[src/rtl/cic3_sample_fifo.sv]
// Capture stage behind the CIC3 decimator: detects comb-clock updates, drops the start-up
// transient, converts to a saturated signed sample and buffers it in a show-ahead FIFO.
module cic3_sample_fifo #(
    parameter int unsigned DECIMATION_FACTOR = 256,
    parameter int unsigned CLOCK_WIDTH       = $clog2(DECIMATION_FACTOR),
    parameter int unsigned NUMBITS           = 3*CLOCK_WIDTH+1,
    parameter int unsigned OUT_WIDTH         = 16,
    parameter int unsigned FIFO_DEPTH        = 8,
    parameter int unsigned SETTLE_SAMPLES    = 3
) (
    input  logic                          clk,
    input  logic                          reset_n,
    input  logic                          enable,
    input  logic                          divided_clk,
    input  logic [NUMBITS-1:0]            cic_in,
    input  logic                          rd_en,
    input  logic                          clear_overflow,
    output logic [OUT_WIDTH-1:0]          rd_data,
    output logic                          rd_valid,
    output logic [$clog2(FIFO_DEPTH):0]   fifo_count,
    output logic                          overflow
);

    localparam int unsigned PTR_W = $clog2(FIFO_DEPTH);
    localparam int unsigned CNT_W = PTR_W + 1;
    localparam int unsigned SET_W = $clog2(SETTLE_SAMPLES + 1);
    localparam int unsigned SHIFT = NUMBITS - 1 - OUT_WIDTH;
    localparam int unsigned C_W   = NUMBITS + 1;
    localparam logic [C_W-1:0] MIDSCALE = C_W'(1) << (NUMBITS - 2);
    localparam logic [C_W-1:0] SAT_MAX  = C_W'((1 << (OUT_WIDTH - 1)) - 1);

    typedef enum logic [1:0] {IDLE, SETTLE, RUN} state_t;

    state_t                state, state_nxt;
    logic [SET_W-1:0]      settle_cnt, settle_nxt;
    logic                  div_q1, div_q2, cap_strobe;
    logic                  wr_req, flush, pop, push, drop, full;
    logic [PTR_W-1:0]      wr_ptr, rd_ptr, rd_ptr_nxt;
    logic [CNT_W-1:0]      count_nxt;
    logic signed [C_W-1:0] conv_c, conv_s;
    logic [OUT_WIDTH-1:0]  sample;
    logic [OUT_WIDTH-1:0]  mem [FIFO_DEPTH];

    // Rising-edge detect on the comb clock, delayed one more cycle so the comb output settles
    always_ff @(posedge clk or negedge reset_n) begin
        if (!reset_n) begin
            div_q1     <= 1'b0;
            div_q2     <= 1'b0;
            cap_strobe <= 1'b0;
        end else begin
            div_q1     <= divided_clk;
            div_q2     <= div_q1;
            cap_strobe <= div_q1 & ~div_q2;
        end
    end

    // Offset-binary to two's complement, floor shift, clamp the single positive full-scale code
    always_comb begin
        conv_c = $signed({1'b0, cic_in}) - $signed(MIDSCALE);
        conv_s = conv_c >>> SHIFT;
        if (conv_s > $signed(SAT_MAX)) begin
            sample = SAT_MAX[OUT_WIDTH-1:0];
        end else begin
            sample = conv_s[OUT_WIDTH-1:0];
        end
    end

    always_ff @(posedge clk or negedge reset_n) begin
        if (!reset_n) begin
            state      <= IDLE;
            settle_cnt <= '0;
        end else begin
            state      <= state_nxt;
            settle_cnt <= settle_nxt;
        end
    end

    always_comb begin
        state_nxt  = state;
        settle_nxt = settle_cnt;
        wr_req     = 1'b0;
        flush      = 1'b0;
        if (!enable) begin
            state_nxt = IDLE;
            flush     = 1'b1;
        end else begin
            case (state)
                IDLE: begin
                    state_nxt  = SETTLE;
                    settle_nxt = '0;
                end
                SETTLE: begin
                    if (cap_strobe) begin
                        settle_nxt = settle_cnt + SET_W'(1);
                        if (settle_cnt == SET_W'(SETTLE_SAMPLES - 1)) begin
                            state_nxt = RUN;
                        end
                    end
                end
                RUN:     wr_req    = cap_strobe;
                default: state_nxt = IDLE;
            endcase
        end
    end

    // A write on a full FIFO is accepted only when a pop frees the slot on the same edge
    always_comb begin
        full       = (fifo_count == CNT_W'(FIFO_DEPTH));
        pop        = rd_en & rd_valid;
        push       = wr_req & (~full | pop);
        drop       = wr_req & full & ~pop;
        rd_ptr_nxt = pop ? rd_ptr + PTR_W'(1) : rd_ptr;
        count_nxt  = fifo_count + CNT_W'(push) - CNT_W'(pop);
    end

    always_ff @(posedge clk) begin
        if (push) begin
            mem[wr_ptr] <= sample;
        end
    end

    // rd_data is registered and tracks the next head; it holds when the FIFO goes empty
    always_ff @(posedge clk or negedge reset_n) begin
        if (!reset_n) begin
            wr_ptr     <= '0;
            rd_ptr     <= '0;
            fifo_count <= '0;
            rd_valid   <= 1'b0;
            rd_data    <= '0;
            overflow   <= 1'b0;
        end else begin
            overflow <= drop | (overflow & ~clear_overflow);
            if (flush) begin
                wr_ptr     <= '0;
                rd_ptr     <= '0;
                fifo_count <= '0;
                rd_valid   <= 1'b0;
            end else begin
                if (push) begin
                    wr_ptr <= wr_ptr + PTR_W'(1);
                end
                rd_ptr     <= rd_ptr_nxt;
                fifo_count <= count_nxt;
                rd_valid   <= (count_nxt != '0);
                if (count_nxt != '0) begin
                    rd_data <= (push && (wr_ptr == rd_ptr_nxt)) ? sample : mem[rd_ptr_nxt];
                end
            end
        end
    end

endmodule
[config.mk]
export PLATFORM = sky130hd
export DESIGN_NAME = cic3_sample_fifo
export DESIGN_NICKNAME = d
export VERILOG_FILES = /design/src/rtl/cic3_sample_fifo.sv
export SDC_FILE = /design/constraint.sdc
export NUM_CORES = 1
export LEC_CHECK = 0
export CAP_MARGIN = 20
export CORE_ASPECT_RATIO = 0.6
export CORE_UTILIZATION = 30
export CTS_CLUSTER_SIZE = 20
export DETAILED_ROUTE_END_ITERATION = 8
export SYNTH_ARGS = -nofsm -noshare
export SYNTH_HDL_FRONTEND = slang
export SYNTH_SLANG_ARGS = --single-unit
[constraint.sdc]
create_clock -name clk -period 3.9 [get_ports clk]
set_input_delay 0.39 -clock clk [delete_from_list [all_inputs] [get_ports clk]]
set_output_delay 0.39 -clock clk [all_outputs]
set_load 0.05 [all_outputs]
==> metrics.md, run 1 <==
| Metric | Value |
|---|---|
| Final cell count without fillers | `859` |
| Multiplexer area fraction after synthesis | `5.78%` |
| Area Growth Syn to Fin | `21.9%` |
| Most frequent cells in the layout | `128 x edfxtp_1, 67 x nand2_1, 43 x clkdlybuf4s50_1` |
| Sequential fraction of the synthesis area | `68.6%` |
| Slew Limit Fails | `0` |
| # diodes | `0` |
| CTS sink count | `163` |
| Drt drc | `0` |
| R2r endpoint | `rd_data[15]` |
| Synth Area in Adders | `1.93%` |
| Met3 routed WL | `1.18 mm` |
| RSZ-0062 raised after global routing | `false` |
| Post-synthesis simple-gate area fraction | `10.7%` |
| Worst EP required | `4180 ps` |
| Max Cap Viol | `0` |
| Synthesized Nets | `514` |
| Global-route wire length before repair | `24.5 mm` |
| Combinational fraction of design power | `30.3%` |
| FFs w/ async S/R, synth | `21.5%` |
| Number of synthesized flops with an enable pin | `128` |
| Post-synthesis cell count | `473` |
| Final period utilization | `82.0%` |
| Final core utilization | `37.7%` |
| WL met2 | `7.40 mm` |
| Outcome | `completed` |
| Yosys cell types | `47` |
| Initial Util | `30.9%` |
| Minimum clock period | `3200 ps` |
| Setup Fix Bufs, Post-CTS | `0` |
| GRT Residual Overflow | `0` |
| Total wire length | `15.9 mm` |
| Final Power | `5.61 mW` |
| Setup TNS Final | `0 ps` |
| Largest net degree at the start of global routing | `36` |
| Main combinational cell family by area after synthesis | `simple AND/OR/NAND/NOR gates` |
| Worst-path clk slew | `70 ps` |
| I/O pin count | `53` |
| Rows | `42` |
| Clock H-tree levels | `4` |
| CTS buffer count | `17` |
| Post-DR wirelength/cell | `18.5 um` |
| Worst R2R Start | `rd_valid` |
| Die height | `119 um` |
| Internal | `3.74 mW` |
| Share of cells above drive strength 1 | `16.0%` |
| Syn_area_per_cell | `14.6 um^2` |
| Sw Share | `33.4%` |
| Compound-gate portion of the synthesized area | `7.74%` |
| R2R depth | `12` |
| First DRT Iteration DRCs | `253` |
| Skew final | `13.7 ps` |
| Drt first pass iters | `4` |
| CP arrival | `3480 ps` |
| Vias per inst | `4.73` |
| Core Footprint | `0.0223 mm^2` |
| Slew headroom | `38.7%` |
| Crit Path Class | `primary input to flop` |
| Power share of the clock group | `32.2%` |
| Leak | `3.08 nW` |
| Initial antenna violation count | `0` |
| NumNets Final | `579` |
| DRT antenna net count | `0` |
| Post-Synth XOR/XNOR Area | `2.09%` |
| Synthesized area | `0.00688 mm^2` |
| Die X | `198 um` |
| Root Driver | `clkbuf_16` |
| IO Port Bufs | `44` |
| Fmax | `0.313 GHz` |
| Clock Latency Late Sink | `420 ps` |
| R2R Setup Slk | `810 ps` |
| Gr usage total | `14.2%` |
| Die area | `0.0236 mm^2` |
| RePlAce Congestion | `0.744` |
| Vias in the first global route | `4258` |
| Highest Signal Layer | `met4` |
| Worst hold slack | `97.4 ps` |
| Crit Path Max Fanout | `20` |
| Net load switching power | `1.87 mW` |
| Footprint of the multi-input gates | `0.00198 mm^2` |
| Inst Count DP | `827` |
| Max clock buf depth | `2` |
| Commonest non-fill, non-tap cell in the layout | `edfxtp_1` |
| Pwr dens | `668 mW/mm^2` |
| Fill count | `2102` |
| # hold bufs at CTS | `0` |
| Critical Path End Type | `flop` |
| FF+latch area | `0.00472 mm^2` |
| Worst vdd ir | `0.000352 V` |
| Least-Margin Pin Slew | `920 ps` |
| Final setup vio count | `0` |
| Primary FF master, synth | `edfxtp_1` |
| Final hold vios | `0` |
| Placed wire-length estimate | `10.2 mm` |
| CTS tree | `yes` |
| Vias | `4063` |
| Worst hold-check path type | `primary input to asynchronous set/reset pin` |
| WL met1 | `7.27 mm` |
| Register share of total power | `37.5%` |
| Element type at the critical path start | `primary input` |
| Synth warnings | `0` |
| Post-CTS sizing | `0` |
| Seq cells post-synth | `163` |
[cell type report]
class | count | share of cell area (%)
sequential | 163 | 56.2
clock buffer | 17 | 5.07
inverter | 16 | 0.746
tap | 308 | 4.59
clock inverter | 15 | 2.62
multi-input combinational | 274 | 23.6
timing repair buffer | 66 | 7.16
[flip-flops by register name, indices dropped and copies added, names as in the netlist]
register    cells
rd_data        16
div_q2          1
wr_ptr          3
overflow        1
fifo_count      4
settle_cnt      2
state           2
rd_valid        1
div_q1          1
mem           128
rd_ptr          3
cap_strobe      1
[kinds of logic after synthesis]
| kind of cell | after synthesis |
|---|---|
| flops | 163 |
| simple gates | 155 |
| compound gates | 69 |
| buf+inv | 36 |
| mux | 30 |
| xor+xnor | 10 |
| fa+ha+maj | 10 |
[power by group through the flow]
stage	logic, mW	clock network, mW	registers (mW)
after global routing	1.83	1.90	2.12
after floorplan	0.935	0	2.48
after detailed placement	1.71	0	2.15
after CTS	1.72	1.84	2.11
after global placement	1.67	0	2.14
final	1.70	1.80	2.11
[cells in the mapped netlist (4+ instances only)]
cell type | count | area share, %
mux2i_1 | 24 | 3.5
edfxtp_1 | 128 | 56
o22ai_1 | 12 | 1.1
clkbuf_1 | 7 | 0.38
and2_1 | 10 | 0.91
nor2b_1 | 4 | 0.36
dfrtp_1 | 35 | 13
o21ai_0 | 5 | 0.36
nand2_1 | 67 | 3.7
a32oi_1 | 21 | 2.7
a31oi_1 | 13 | 1.2
nor3b_1 | 4 | 0.44
buf_4 | 6 | 0.65
inv_1 | 15 | 0.82
or2_2 | 15 | 1.4
nand3_1 | 19 | 1.4
ha_1 | 9 | 1.6
a221oi_1 | 5 | 0.64
mux4_1 | 6 | 2.3
nor2_1 | 25 | 1.4
xnor2_1 | 6 | 0.76
[worst max path at each step]
| stage | from | endpoint | cells after the start |
|---|---|---|---|
| after global routing | rd_en | rd_data[15] | 13 |
| after floorplan | rd_valid | rd_data[0] | 12 |
| after detailed placement | rd_en | rd_data[15] | 13 |
| after global placement | rd_en | rd_data[14] | 13 |
| final | rd_en | rd_data[15] | 13 |
| after CTS | rd_en | rd_data[1] | 13 |
[routing by layer]
layer / vias to the layer above / global-route usage, %
met4: 0 / 4.02
met5: - / 0
li1: 1921 / -
met3: 5 / 3.31
met1: 2039 / 19.9
met2: 98 / 21.8
[worst max-delay path, stage by stage]
cell	delay [ps]
clkdlybuf4s50_1	650
nand2_4	180
a31oi_2	240
nand2_1	70
nand2_1	70
ha_1	160
inv_1	50
fa_1	510
inv_1	50
o41a_1	620
buf_4	320
nor2_1	120
a31oi_1	50
[stage by stage]
stage               setup WS [ps]  area [um^2]
floorplan                     599         6880
global placement              314         7740
detailed placement            280         7740
CTS                           701         8390
global route                  496         8390
finish                        702         8390
Power figures use the tool's default switching activity.
==> run 2, diff against run 1 <==
==> constraint.sdc (replaced) <==
create_clock -name clk -period 3.3 [get_ports clk]
set_input_delay 0.33 -clock clk [delete_from_list [all_inputs] [get_ports clk]]
set_output_delay 0.33 -clock clk [all_outputs]
set_load 0.05 [all_outputs]
==> run 2 against run 1 <==
Compared with the run above:
- first-iteration DRC count grew 12%
- worst hold slack lost 69 ps
- total power grew 17%
- count of clock-buffer cells in the layout is the same
- die area is the same
- sequential share of layout area shrank 0.25 points
- wire length shrank 2.2%
- register-to-register slack lost 290 ps
- global-route usage shrank 0.26 points
- cell count grew 0.93%
- critical path type is now flop to flop
- highest routed layer unchanged
==> metrics.md, run 2 (synthesis gave the netlist of run 1 again) <==
| Metric | Value |
|---|---|
| Vias in the first global route | `4234 (-0.56%)` |
| Vias | `4158 (+2.3%)` |
| Share of cells above drive strength 1 | `16.8% (+0.84 points)` |
| Crit Path Class | `flop to flop` |
| Final cell count without fillers | `867 (+0.93%)` |
| CP arrival | `3060 ps (-420 ps)` |
| Die area | `0.0236 mm^2 (unchanged)` |
| Final setup vio count | `0 (unchanged)` |
| IO Port Bufs | `44 (unchanged)` |
| Least-Margin Pin Slew | `891 ps (-29.1 ps)` |
| Gr usage total | `13.9% (-0.26 points)` |
| Worst hold-check path type | `primary input to asynchronous set/reset pin` |
| Max Cap Viol | `0 (unchanged)` |
| Drt first pass iters | `5 (+1)` |
| Clock H-tree levels | `4 (unchanged)` |
| Max clock buf depth | `2 (unchanged)` |
| Final Cell Area | `0.00843 mm^2 (+0.48%)` |
| Drt drc | `0 (unchanged)` |
| Biggest regs | `mem x128, rd_data x16, fifo_count x4` |
| Core Footprint | `0.0223 mm^2 (unchanged)` |
| CTS buffer count | `17 (unchanged)` |
| Die height | `119 um (unchanged)` |
| Element type at the critical path start | `flop` |
| Rows | `42 (unchanged)` |
| Post-CTS sizing | `0 (unchanged)` |
| Inst Count DP | `835 (+0.97%)` |
| Vias per inst | `4.80 (+1.4%)` |
| Worst vdd ir | `0.000303 V (-14%)` |
| Reg with most FFs | `mem` |
| Final period utilization | `84.1%` |
| Die X | `198 um (unchanged)` |
| Area Growth Syn to Fin | `22.5%` |
| Total wire length | `15.5 mm (-2.2%)` |
| Largest register FFs | `128 (unchanged)` |
| DRT antenna net count | `0 (unchanged)` |
| First DRT Iteration DRCs | `284 (+12%)` |
| Root Driver | `clkbuf_16` |
| Global-route wire length before repair | `23.9 mm (-2.4%)` |
| Final worst slack | `524 ps (-178 ps)` |
| Clock Latency Late Sink | `420 ps (about the same)` |
| Slew Limit Fails | `0 (unchanged)` |
| Dpl ws | `180 ps (-101 ps)` |
| Footprint of the multi-input gates | `0.00198 mm^2 (unchanged)` |
| Placed wire-length estimate | `9.94 mm (-3.0%)` |
| CTS sink count | `163 (unchanged)` |
| Crit Path Max Fanout | `20 (unchanged)` |
| CTS tree | `yes` |
| RePlAce Congestion | `0.787 (+5.8%)` |
| Critical Path End Type | `flop` |
| FF+latch area | `0.00472 mm^2 (about the same)` |
| Most frequent cells in the layout | `128 x edfxtp_1, 67 x nand2_1, 43 x clkdlybuf4s50_1` |
| GRT Residual Overflow | `0 (unchanged)` |
| Largest net degree at the start of global routing | `36 (unchanged)` |
| Setup TNS Final | `0 ps (unchanged)` |
| NumNets Final | `587 (+1.4%)` |
| Slew headroom | `40.6% (+1.9 points)` |
| Initial antenna violation count | `0 (unchanged)` |
| Initial Util | `30.9% (unchanged)` |
| I/O pin count | `53 (unchanged)` |
| Leak | `3.10 nW (+0.78%)` |
| # hold bufs at CTS | `0 (unchanged)` |
| Worst EP required | `3590 ps (-590 ps)` |
| Post-DR wirelength/cell | `17.9 um (-3.1%)` |
| Worst-path clk slew | `60 ps (about the same)` |
| Pwr dens | `781 mW/mm^2 (+17%)` |
| Fmax | `0.360 GHz` |
| Fill count | `2081 (-1.0%)` |
| # diodes | `0 (unchanged)` |
| Skew final | `7.25 ps (-6.43 ps)` |
| Setup Fix Bufs, Post-CTS | `0 (unchanged)` |
| Placed cell area | `0.00782 mm^2 (+0.95%)` |
| Minimum clock period | `2780 ps` |
| Final hold vios | `0 (unchanged)` |
| Outcome | `completed` |
| RSZ-0062 raised after global routing | `false` |
| Commonest non-fill, non-tap cell in the layout | `edfxtp_1` |
## run 2: power breakdown
group | switching [mW] | internal (mW)
Clock | 0.796 | 1.26
Combinational | 1.27 | 0.782
Sequential | 0.113 | 2.37
## run 2: worst max-delay path: stages (launching register included)
cell and delay (ps):
dfrtp_1 420, nand4b_1 230, a31oi_2 190, nand2_1 80
nand2_1 70, ha_1 160, inv_1 60, fa_1 500
inv_1 50, o41a_1 460, buf_4 240, nor2_1 120
a31oi_1 60
## run 2: worst paths after layout
path / from / endpoint / slack, ps / cells past startpoint
hold / removal: reset_n / overflow / 30 / 1
setup reg to reg: state[0] / rd_data[8] / 520 / 12
setup / recovery: state[0] / rd_data[8] / 520 / 12
hold reg to reg: div_q1 / div_q2 / 380 / 0
min in group clk: divided_clk / div_q1 / 360 / 1
max in group asynchronous: reset_n / rd_valid / 2660 / 1
## run 2: per-stage QoR
| stage | hold WS (ps) | util (%) | total power, mW |
|---|---|---|---|
| 2_1_floorplan | 34.4 | - | 4.03 |
| 3_3_place_gp | 362 | 35.1 | 4.53 |
| 3_5_place_dp | 373 | 35.1 | 4.59 |
| 4_1_cts | 65.7 | 37.8 | 6.65 |
| 5_1_grt | 111 | 37.8 | 6.87 |
| 6_report | 28.9 | 37.8 | 6.58 |
## run 2: final cells by class
class	count	area share [%]
flip-flops and latches	163	56.0
multi-input cells	274	23.4
repair buffers	74	7.98
clock inverters	15	2.21
clock buffers	17	5.05
inverters	16	0.742
well taps	308	4.57
## run 2: layer usage
metal  track usage, %  vias to the layer above  part of all wire, %
met4             3.88                        0                 0.71
li1                 -                     1933                    -
met3             3.54                        9                  5.6
met2             21.2                       97                   47
met1             19.5                     2119                   47
met5                0                        -                    0
